File: src/rtl/cpu_datapath.sv
// cpu_datapath: bus-based datapath of the basic CPU (IR, R0-R7, A, G, shared bus, add/sub ALU).
// Condition flags flag_z/flag_c are built only when BASIC_CPU_FLAGS_EN is defined.
module cpu_datapath #(
  parameter int DATA_W = 9
) (
  input  logic              clock,
  input  logic              resetn,
  input  logic [DATA_W-1:0] DIN,
  input  logic              IRin,
  input  logic              DINout,
  input  logic              Gout,
  input  logic [7:0]        Rout,
  input  logic [7:0]        Rin,
  input  logic              Ain,
  input  logic              Gin,
  input  logic              AddSub,
  output logic [8:0]        IR,
  output logic [DATA_W-1:0] BusWires,
  input  logic [2:0]        rd_sel,
  output logic [DATA_W-1:0] rd_data,
  output logic              bus_err,
  output logic              flag_z,
  output logic              flag_c
);

  logic [DATA_W-1:0] regs_r [8];
  logic [DATA_W-1:0] a_r;
  logic [DATA_W-1:0] g_r;
  logic [DATA_W-1:0] bus_s;
  logic [8:0]        ir_r;
  logic              err_r;
  logic [9:0]        src_s;
  logic              multi_s;
  logic [DATA_W:0]   alu_s;

  // Fixed-priority bus mux: DINout > Gout > Rout[0] > ... > Rout[7]; idle bus reads 0.
  always_comb begin
    bus_s = {DATA_W{1'b0}};
    if (DINout) begin
      bus_s = DIN;
    end else if (Gout) begin
      bus_s = g_r;
    end else begin
      for (int i = 7; i >= 0; i--) begin
        if (Rout[i]) begin
          bus_s = regs_r[i];
        end else begin
          bus_s = bus_s;
        end
      end
    end
  end

  // More than one bus driver: clearing the lowest set bit leaves something behind.
  assign src_s   = {DINout, Gout, Rout};
  assign multi_s = |(src_s & (src_s - 10'd1));

  // Extended-width ALU; the top bit is carry for add and borrow for subtract.
  always_comb begin
    if (AddSub) begin
      alu_s = {1'b0, a_r} - {1'b0, bus_s};
    end else begin
      alu_s = {1'b0, a_r} + {1'b0, bus_s};
    end
  end

  // Architectural state; every strobe is obeyed on every edge.
  always_ff @(posedge clock or negedge resetn) begin
    if (!resetn) begin
      for (int i = 0; i < 8; i++) begin
        regs_r[i] <= {DATA_W{1'b0}};
      end
      a_r   <= {DATA_W{1'b0}};
      g_r   <= {DATA_W{1'b0}};
      ir_r  <= 9'd0;
      err_r <= 1'b0;
    end else begin
      for (int i = 0; i < 8; i++) begin
        if (Rin[i]) begin
          regs_r[i] <= bus_s;
        end
      end
      if (IRin) begin
        ir_r <= DIN[8:0];
      end
      if (Ain) begin
        a_r <= bus_s;
      end
      if (Gin) begin
        g_r <= alu_s[DATA_W-1:0];
      end
      if (multi_s) begin
        err_r <= 1'b1;
      end
    end
  end

`ifdef BASIC_CPU_FLAGS_EN
  logic z_r;
  logic c_r;

  // Flags track the most recent G capture and hold otherwise.
  always_ff @(posedge clock or negedge resetn) begin
    if (!resetn) begin
      z_r <= 1'b0;
      c_r <= 1'b0;
    end else if (Gin) begin
      z_r <= (alu_s[DATA_W-1:0] == {DATA_W{1'b0}});
      c_r <= alu_s[DATA_W];
    end
  end

  assign flag_z = z_r;
  assign flag_c = c_r;
`else
  assign flag_z = 1'b0;
  assign flag_c = 1'b0;
`endif

  assign IR       = ir_r;
  assign BusWires = bus_s;
  assign rd_data  = regs_r[rd_sel];
  assign bus_err  = err_r;

endmodule

File: config.mk
export PLATFORM = sky130hd
export DESIGN_NAME = cpu_datapath
export DESIGN_NICKNAME = d
export VERILOG_FILES = /design/src/rtl/cpu_datapath.sv
export SDC_FILE = /design/constraint.sdc
export NUM_CORES = 1
export LEC_CHECK = 0
export CAP_MARGIN = 20
export CELL_PAD_IN_SITES_DETAIL_PLACEMENT = 0
export CELL_PAD_IN_SITES_GLOBAL_PLACEMENT = 2
export CORE_ASPECT_RATIO = 0.7
export CORE_MARGIN = 3
export CORE_UTILIZATION = 37
export DETAILED_ROUTE_END_ITERATION = 6
export PLACE_DENSITY_LB_ADDON = 0.1
export SYNTH_ARGS = -nofsm -noshare
export SYNTH_HDL_FRONTEND = slang
export SYNTH_SLANG_ARGS = --single-unit
export TNS_END_PERCENT = 5
File: constraint.sdc
create_clock -name clock -period 4.4 [get_ports clock]
set_input_delay 1.32 -clock clock [delete_from_list [all_inputs] [get_ports clock]]
set_output_delay 1.32 -clock clock [all_outputs]
set_load 0.01 [all_outputs]
Word-level counts from Yosys, hierarchy flattened
Index checks and enable logic that the tools add are counted.

storage, ports and cells
  bits in registers = 100
  input port bits = 36
  output and inout bits = 30
  logic and storage cells = 33

operators by class
  muxes and demuxes = 14
  bitwise logic cells = 2
  add/subtract/negate cells = 3
  reduce and logical (&&, ||, !) cells = 1
  magnitude comparators = 1

operator list
  operator                                                              number
  9-bit two-way mux                                                     13
  9-bit binary-select mux with 3-bit select                             1
  10-bit AND                                                            1
  10-bit OR reduction                                                   1
  10-bit by 1-bit subtractor with 10-bit output, second input constant  1
  9-bit adder                                                           1
  9-bit subtractor                                                      1
  4-bit >= comparator, second input constant                            1
  3-bit NOT with 4-bit output                                           1

Longest topological paths before layout
Gate-level depths: netlist of run 1.

  depth in word-level cells = 12
  mapped depth = 19
  depth with buffers taken out = 16

Worst setup path after synthesis of run 1
Ideal clock, no wire load.

  kind = input to register
  start = input Rout[5]
  end = register g_r[8]
  stages on the path = 18
  data arrival time = 4630 ps
  buffers on the path = 3
  path slack = -321 ps
  required time = 4310 ps
  library setup time = 90 ps
  cells stage by stage = buf_2 -> buf_2 -> a21oi_1 -> a221oi_1 -> o21ai_0 -> a21oi_1 -> buf_2 -> inv_1 -> ha_1 -> mux2_2 -> fa_1 -> nor2b_1 -> o31a_1 -> o22ai_1 -> xor2_1 -> xnor2_1 -> a2111o_1 -> o221ai_1

between the ends
  longest elaborated chain between the ends = 10
  elaborated cells on any way between the ends = 11
  those cells by class = 2 x add/sub; 9 x mux

ends and longest elaborated chain
  what                                             line    text
  start, declared                                  12      input logic [7:0] Rout,
  9-bit two-way mux (*) (6 in series)              45      if (Rout[i]) begin
  9-bit two-way mux (*)                            41      end else if (Gout) begin
  9-bit two-way mux (*)                            39      if (DINout) begin
  net BusWires[0]                                  18      output logic [DATA_W-1:0] BusWires,
  9-bit adder or 9-bit subtractor (tied branches)  63, 61
  9-bit two-way mux (*)                            60      if (AddSub) begin
  end signal, assigned                             74      g_r <= {DATA_W{1'b0}};
  end signal, assigned                             90      g_r <= alu_s[DATA_W-1:0];
  end, declared                                    28      logic [DATA_W-1:0] g_r;

Mark *: on every way through the listed nets, which the timed path passes. The rest lies on a longest branch.
A chain may end at the register's enable or synchronous reset.

Worst setup path after layout of run 1
  start = input DINout
  end = register regs_r[69] (netlist bit)

between the ends
  longest elaborated chain between the ends = 1

ends and longest elaborated chain
  what                           line  text
  start, declared                10    input logic DINout,
  9-bit two-way mux              39
  end signal, assigned by index  71    regs_r[i] <= {DATA_W{1'b0}};
  end signal, assigned by index  80    regs_r[i] <= bus_s;
  end, declared                  26    logic [DATA_W-1:0] regs_r [8];

No other way between the ends.

==> results of run 1 <==
## state kept, by name, summed over array words and instances (netlist names)
name,count
regs_r,72
IR,9
a_r,9
g_r,9
bus_err,1
## routing by layer
| metal | GRT usage | share of wire | up-vias |
|---|---|---|---|
| li1 | - | - | 2133 |
| met1 | 0.312 | 0.52 | 2372 |
| met2 | 0.319 | 0.43 | 145 |
| met3 | 0.0353 | 0.046 | 15 |
| met4 | 0.0413 | 0.0091 | 0 |
| met5 | 0 | 0 | - |
## kinds of logic (layout without fill, tap and decap cells)
family	count (synthesis)	in the layout	synth area share
xor+xnor	10	10	0.0156
fa+ha+maj	11	11	0.0254
buf+inv	78	215	0.0586
compound gates	138	138	0.164
simple gates	89	89	0.0771
flops	100	100	0.446
other cells	1	2	0.000668
mux	88	88	0.213
## area by class of cell
class | instances | area [µm²]
clock inverters | 7 | 81.3
multi-input cells | 338 | 2920
flip-flops and latches | 100 | 2500
repair buffers | 166 | 1460
inverters | 33 | 124
fillers | 1276 | 6820
clock buffers | 9 | 225
well taps | 190 | 238
## cell usage in the layout (no fill, tap or decap), drive strengths merged, types with 3 or more instances in the layout
cell type	instances
clkdlybuf4s50	34
ha	9
o22ai	8
buf	104
a211oi	3
clkinvlp	3
dfrtp	100
nor2b	7
clkdlybuf4s15	4
nand2	30
o21ai	30
dlygate4sd2	19
nand3b	9
a31oi	5
or2	4
nor2	29
a21oi	50
o21a	3
mux2	70
a221o	8
mux4	18
inv	36
o31ai	3
a221oi	13
clkbuf	12
xnor2	9
## worst max-delay path: cells and delay by family
kind	cells	cell delay, ns
muxes	1	0.27
and+or+nand+nor	1	0.26
buffers and inverters	20	2.66
AOI/OAI and AO/OA	2	0.34
## power by group
| part | internal [W] | leakage (nW) | switching, W |
|---|---|---|---|
| Combinational | 0.000653 | 1.91 | 0.000544 |
| Sequential | 0.00112 | 1.15 | 0.000143 |
| Clock | 0.000449 | 0.141 | 0.000377 |
## worst paths after layout
path                               to  depth (start not counted)
min reg2reg                    g_r[1]                          2
max in group asynchronous      g_r[5]                          2
min in group asynchronous       IR[0]                          1
max reg2reg                regs_r[69]                         22
max                        regs_r[69]                         24
min                            g_r[1]                          2
## timing repair
action                     in CTS  in global routing
pin swaps                       7                  8
buffers inserted               21                  1
setup endpoints to repair      23                 20
gates cloned                    1                  0
gates resized for setup        56                 25
## stage by stage
| stage | area, µm² | utilization | TNS [ns] |
|---|---|---|---|
| 2_1_floorplan | 5680 | - | -0.0354 |
| 3_3_place_gp | 6950 | 0.484 | -11.33 |
| 3_5_place_dp | 6950 | 0.484 | -11.54 |
| 4_1_cts | 7490 | 0.521 | -0.826 |
| 5_1_grt | 7550 | 0.525 | -2.63 |
| 6_report | 7550 | 0.525 | -1.60 |
==> out/qor.yml, run 1 <==
status: "finished with violations"
failed_checks: "setup timing"
coreArea_um2: 14400
hold_path_startpoint: "g_r[1]"
maxSlewViolCount: 0
post_drt_via_cell_ratio: 5.53
yosys-top-cells-area: "sky130_fd_sc_hd__dfrtp_1 (45%), sky130_fd_sc_hd__mux2_2 (14%), sky130_fd_sc_hd__mux4_2 (7.2%)"
critical-path-slowest-cell: "sky130_fd_sc_hd__dlygate4sd2_1"
timing.final.setup_violations: 10
layout_setup_ws_ns: -0.207
yosys.cell_count.top_type: "sky130_fd_sc_hd__dfrtp_1"
final_min_period_over_clock_period: 1.05
grt_setup_unrepaired: "true"
post-place-cells: 804
grt_total_usage: 0.208
ir_drop_mv: 0.226
flop_and_latch_count_out_of_synthesis: 100
synth_top_flop_cell: "sky130_fd_sc_hd__dfrtp_1"
place.gp.congestion: 0.839
clock.fmax_mhz: 217
cap_violations: 0
fp.dieArea_um2: 16700
deepest_level_of_the_cts_h_tree: 3
grt_antenna_before_repair: 0
rrSetupSlack_ns: 0.81
die-height_um: 109
cp.arrival_ns: 4.84
floorplan.die.width_um: 153
clockBufferDepth: 2
final.hold.worst_slack_ns: 0.483
grt_pass1_vias: 4673
yosysUniqueCellTypes: 59
final-instance-count-excl-fill: 843
grt_pass1_wl_um: 26700
power_w: 0.00329
num_io_pins: 66
clk_transition_reported_paths_ns: 0.07
netlist.area_leader.share: 0.446
power.density_nw_per_um2: 435
synth-async-reset-ratio: 1.00
timing_hold_violations_final: 0
port_buffers: 63
antenna_cells_inserted: 0
dpl.hpwl_um: 12600
cts-root-buf: "sky130_fd_sc_hd__clkbuf_16"
cpMostUsedCell: "sky130_fd_sc_hd__buf_4"
wl_um: 17200
cell_area_after_synthesis_um2: 5610
share_of_the_yosys_chip_area_belonging_to_registers: 0.446
synth.top_cells.by_count: "sky130_fd_sc_hd__dfrtp_1 (100), sky130_fd_sc_hd__mux2_2 (70), sky130_fd_sc_hd__a21oi_1 (49)"
startpoint_type: "input port"
worst-slew-pin-transition_ns: 0.783
crit_path_cell_trace: "dlygate4sd2_1 -> or2_4 -> buf_4 -> a221oi_2 -> a21oi_2 -> buf_4 -> buf_4 -> buf_4 -> buf_4 -> buf_4 -> buf_4 -> buf_4 -> buf_4 -> buf_4 -> buf_4 -> buf_4 -> buf_4 -> buf_4 -> buf_4 -> buf_4 -> buf_4 -> buf_4 -> buf_4 -> mux2_2"
globalRoute.totalOverflow: 0
required_ns: 4.64
worstSkewPairLatency_ns: 0.35
share_of_layout_cells_above_drive_strength_1: 0.387
detailedPlace.worstSlack_ns: -0.787
netlist.top_cell.by_area: "sky130_fd_sc_hd__dfrtp_1"
netlist_instances: 515
finish.net_count: 694
timing.clock.skew_ns: 0.00783
p_leak_nw: 3.20
routed_wire_length_per_instance_um: 20.4
placement_rows: 36
final_antenna_violating_net_count: 0
critical_path_type: "input port to register"
yosysWarningCount: 0
drc_errors: 0
worstSetupStartpoint: "DINout"
worstReg2RegStart: "regs_r[42]"
cts_tree: "yes"
grt_max_degree: 60
final.min_clock_period_ns: 4.61
worst_path_largest_cell_delay_ns: 0.27
tritoncts_num_sinks: 100
post_synth.cell_area_avg_um2: 10.9
floorplan.initialDensity: 0.391
tritoncts.num_buffers: 9
syn2layout_area_growth_pct: 34.5
via_count: 4665
critical_path_peak_fanout: 8
endpoint_kind: "register"
holdCritPathClass: "register to register"
drt_iter0_drc: 300
synth_edf_count: 0
slew_headroom: 0.478
drt_pass1_iterations: 5
cts-hold-fix-buffers: 0
No activity file was read; power rests on OpenSTA's default activity.
==> inputs of run 2 (changes only) <==
- CTS_CLUSTER_SIZE: default -> 12
==> results of run 2 <==
The final DEF is identical to that of run 1; final timing and power are the same.
==> inputs of run 3 (changes only) <==
- CORE_UTILIZATION: 37 -> 38
- CTS_BUF_LIST: default -> sky130_fd_sc_hd__clkbuf_2 sky130_fd_sc_hd__clkbuf_4 sky130_fd_sc_hd__clkbuf_8
==> run 3 against run 2 <==
The flow still finishes with violations (setup timing). Count of clock-buffer cells in the layout up 2. Cell count fell by 0.95%. Sequential share of layout area rose by 0.69 points. Setup slack gained 0.19 ns. Final area down 2.0%. Die area down 2.5%. Critical path depth shrank 8. Critical path type unchanged. Largest cell class unchanged. Highest routed layer unchanged.
==> out/qor.yml, run 3 (synthesized netlist as in run 1, its figures left out) <==
final_min_period_over_clock_period: 1.00
syn2layout_area_growth_pct: 31.8
grt_total_usage: 0.212
globalRoute.totalOverflow: 0
cp.arrival_ns: 4.71
detailedPlace.worstSlack_ns: -0.864
worst_path_largest_cell_delay_ns: 0.37
deepest_level_of_the_cts_h_tree: 3
timing_hold_violations_final: 0
drt_iter0_drc: 326
grt_pass1_vias: 4563
finish.net_count: 686
timing.clock.skew_ns: 0.0179
setup.worst_path.end: "g_r[8]"
cts-hold-fix-buffers: 0
placement_rows: 36
worstPathBufferInverterCount: 2
layout_common_cells: "sky130_fd_sc_hd__dfrtp_1 (100), sky130_fd_sc_hd__buf_4 (86), sky130_fd_sc_hd__mux2_2 (69)"
commonest_non_fill_non_tap_cell_in_the_layout: "sky130_fd_sc_hd__dfrtp_1"
drt_pass1_iterations: 4
via_count: 4554
grt_pass1_wl_um: 25900
port_buffers: 63
wl_um: 16800
worstSetupStartpoint: "Rout[6]"
drc_errors: 0
holdCritPathClass: "register to register"
final-instance-count-excl-fill: 835
rrSetupSlack_ns: 0.93
antenna_cells_inserted: 0
register_containing_the_most_flip_flops_in_the_final_layout: "regs_r"
tritoncts.num_buffers: 9
die-height_um: 108
critical_path_type: "input port to register"
endpoint_kind: "register"
clock.fmax_mhz: 226
failed_checks: "setup timing"
cts-root-buf: "sky130_fd_sc_hd__clkbuf_8"
final.min_clock_period_ns: 4.42
grt_max_degree: 61
p_leak_nw: 3.11
share_of_layout_cells_above_drive_strength_1: 0.369
critical_path_peak_fanout: 6
clk_transition_reported_paths_ns: 0.10
tritoncts_num_sinks: 100
grt_setup_unrepaired: "true"
critical_path_cell_count: 16
crit_path_cell_trace: "dlygate4sd2_1 -> nand3b_1 -> a311oi_4 -> o21ai_2 -> a21oi_2 -> inv_1 -> ha_2 -> mux2_4 -> fa_2 -> nor2b_1 -> o31a_1 -> o22ai_2 -> xor2_1 -> xnor2_1 -> a2111o_1 -> o221ai_1"
largest_register_ffs: 72
routed_wire_length_per_instance_um: 20.1
fin_tns_setup_ns: -0.0167
worstSkewPairLatency_ns: 0.39
required_ns: 4.69
slew_headroom: 0.462
coreArea_um2: 14200
post_drt_via_cell_ratio: 5.45
floorplan.initialDensity: 0.396
fp.dieArea_um2: 16300
worstReg2RegStart: "regs_r[1]"
place.gp.congestion: 0.815
worst-slew-pin-transition_ns: 0.806
dpl.hpwl_um: 12500
ir_drop_mv: 0.159
layout_setup_ws_ns: -0.0167
cts_tree: "yes"
timing.final.setup_violations: 1
power.density_nw_per_um2: 412
grt_antenna_before_repair: 0
maxSlewViolCount: 0
clockBufferDepth: 2
status: "finished with violations"
floorplan.die.width_um: 151
cap_violations: 0
num_io_pins: 66
cpLargestDelayFamily: "compound AO/OA/AOI/OAI gates"
critical-path-slowest-cell: "sky130_fd_sc_hd__fa_2"
final_antenna_violating_net_count: 0
post-place-cells: 806
startpoint_type: "input port"
final_core_util: 0.521
worstRegToRegCells: 15
worstReg2RegEnd: "g_r[8]"
## run 3: how the worst min path moves through the flow
stage	slack, ns	cells past startpoint	to	startpoint
finish	0.49	2	g_r[3]	g_r[3]
global route	0.52	2	g_r[3]	g_r[3]
CTS	0.49	2	g_r[3]	g_r[3]
detailed placement	0.47	2	g_r[3]	g_r[3]
global placement	0.46	1	g_r[4]	g_r[4]
floorplan	0.45	2	g_r[3]	g_r[3]
## run 3: worst min-delay path, delay by kind of cell, from the launching register on
kind,cells,cell delay [ns]
flops,1,0.36
compound gates,1,0.05
simple gates,1,0.05
## run 3: cell type report
class                   instances  area [µm²]
flip-flops and latches        100        2500
repair buffers                158        1410
clock inverters                 5        42.5
fillers                      1316        6790
inverters                      33         124
well taps                     190         238
clock buffers                  11         151
multi-input cells             338        2920
## run 3: metal layers
| layer | global-route usage | vias to the layer above | share of wire |
|---|---|---|---|
| met1 | 0.327 | 2286 | 0.50 |
| met3 | 0.0412 | 15 | 0.053 |
| li1 | - | 2127 | - |
| met4 | 0.0453 | 0 | 0.011 |
| met2 | 0.308 | 126 | 0.43 |
| met5 | 0 | - | 0 |
## run 3: timing repair
item                       4_1_cts  5_1_grt
hold endpoints to repair         0        0
gates cloned                     1        0
buffers inserted                 7        5
setup endpoints to repair       23        9
pin swaps                       10       12
gates resized for setup         50       28
## run 3: through the flow
stage | total power [W] | hold WS [ns] | instance area [µm²]
finish | 0.00304 | 0.488 | 7390
detailed placement | 0.00242 | 0.468 | 6980
CTS | 0.00304 | 0.491 | 7280
global route | 0.00324 | 0.517 | 7390
floorplan | 0.00190 | 0.449 | 5680
global placement | 0.00240 | 0.460 | 6980
## run 3: power by group
part	leakage (nW)	total [W]	internal [W]	switching, W
sequential	1.15	0.00126	0.00112	0.000146
combinational	1.87	0.00118	0.000647	0.000537
clock	0.102	0.000598	0.000245	0.000352
total	3.11	0.00304	0.00201	0.00103
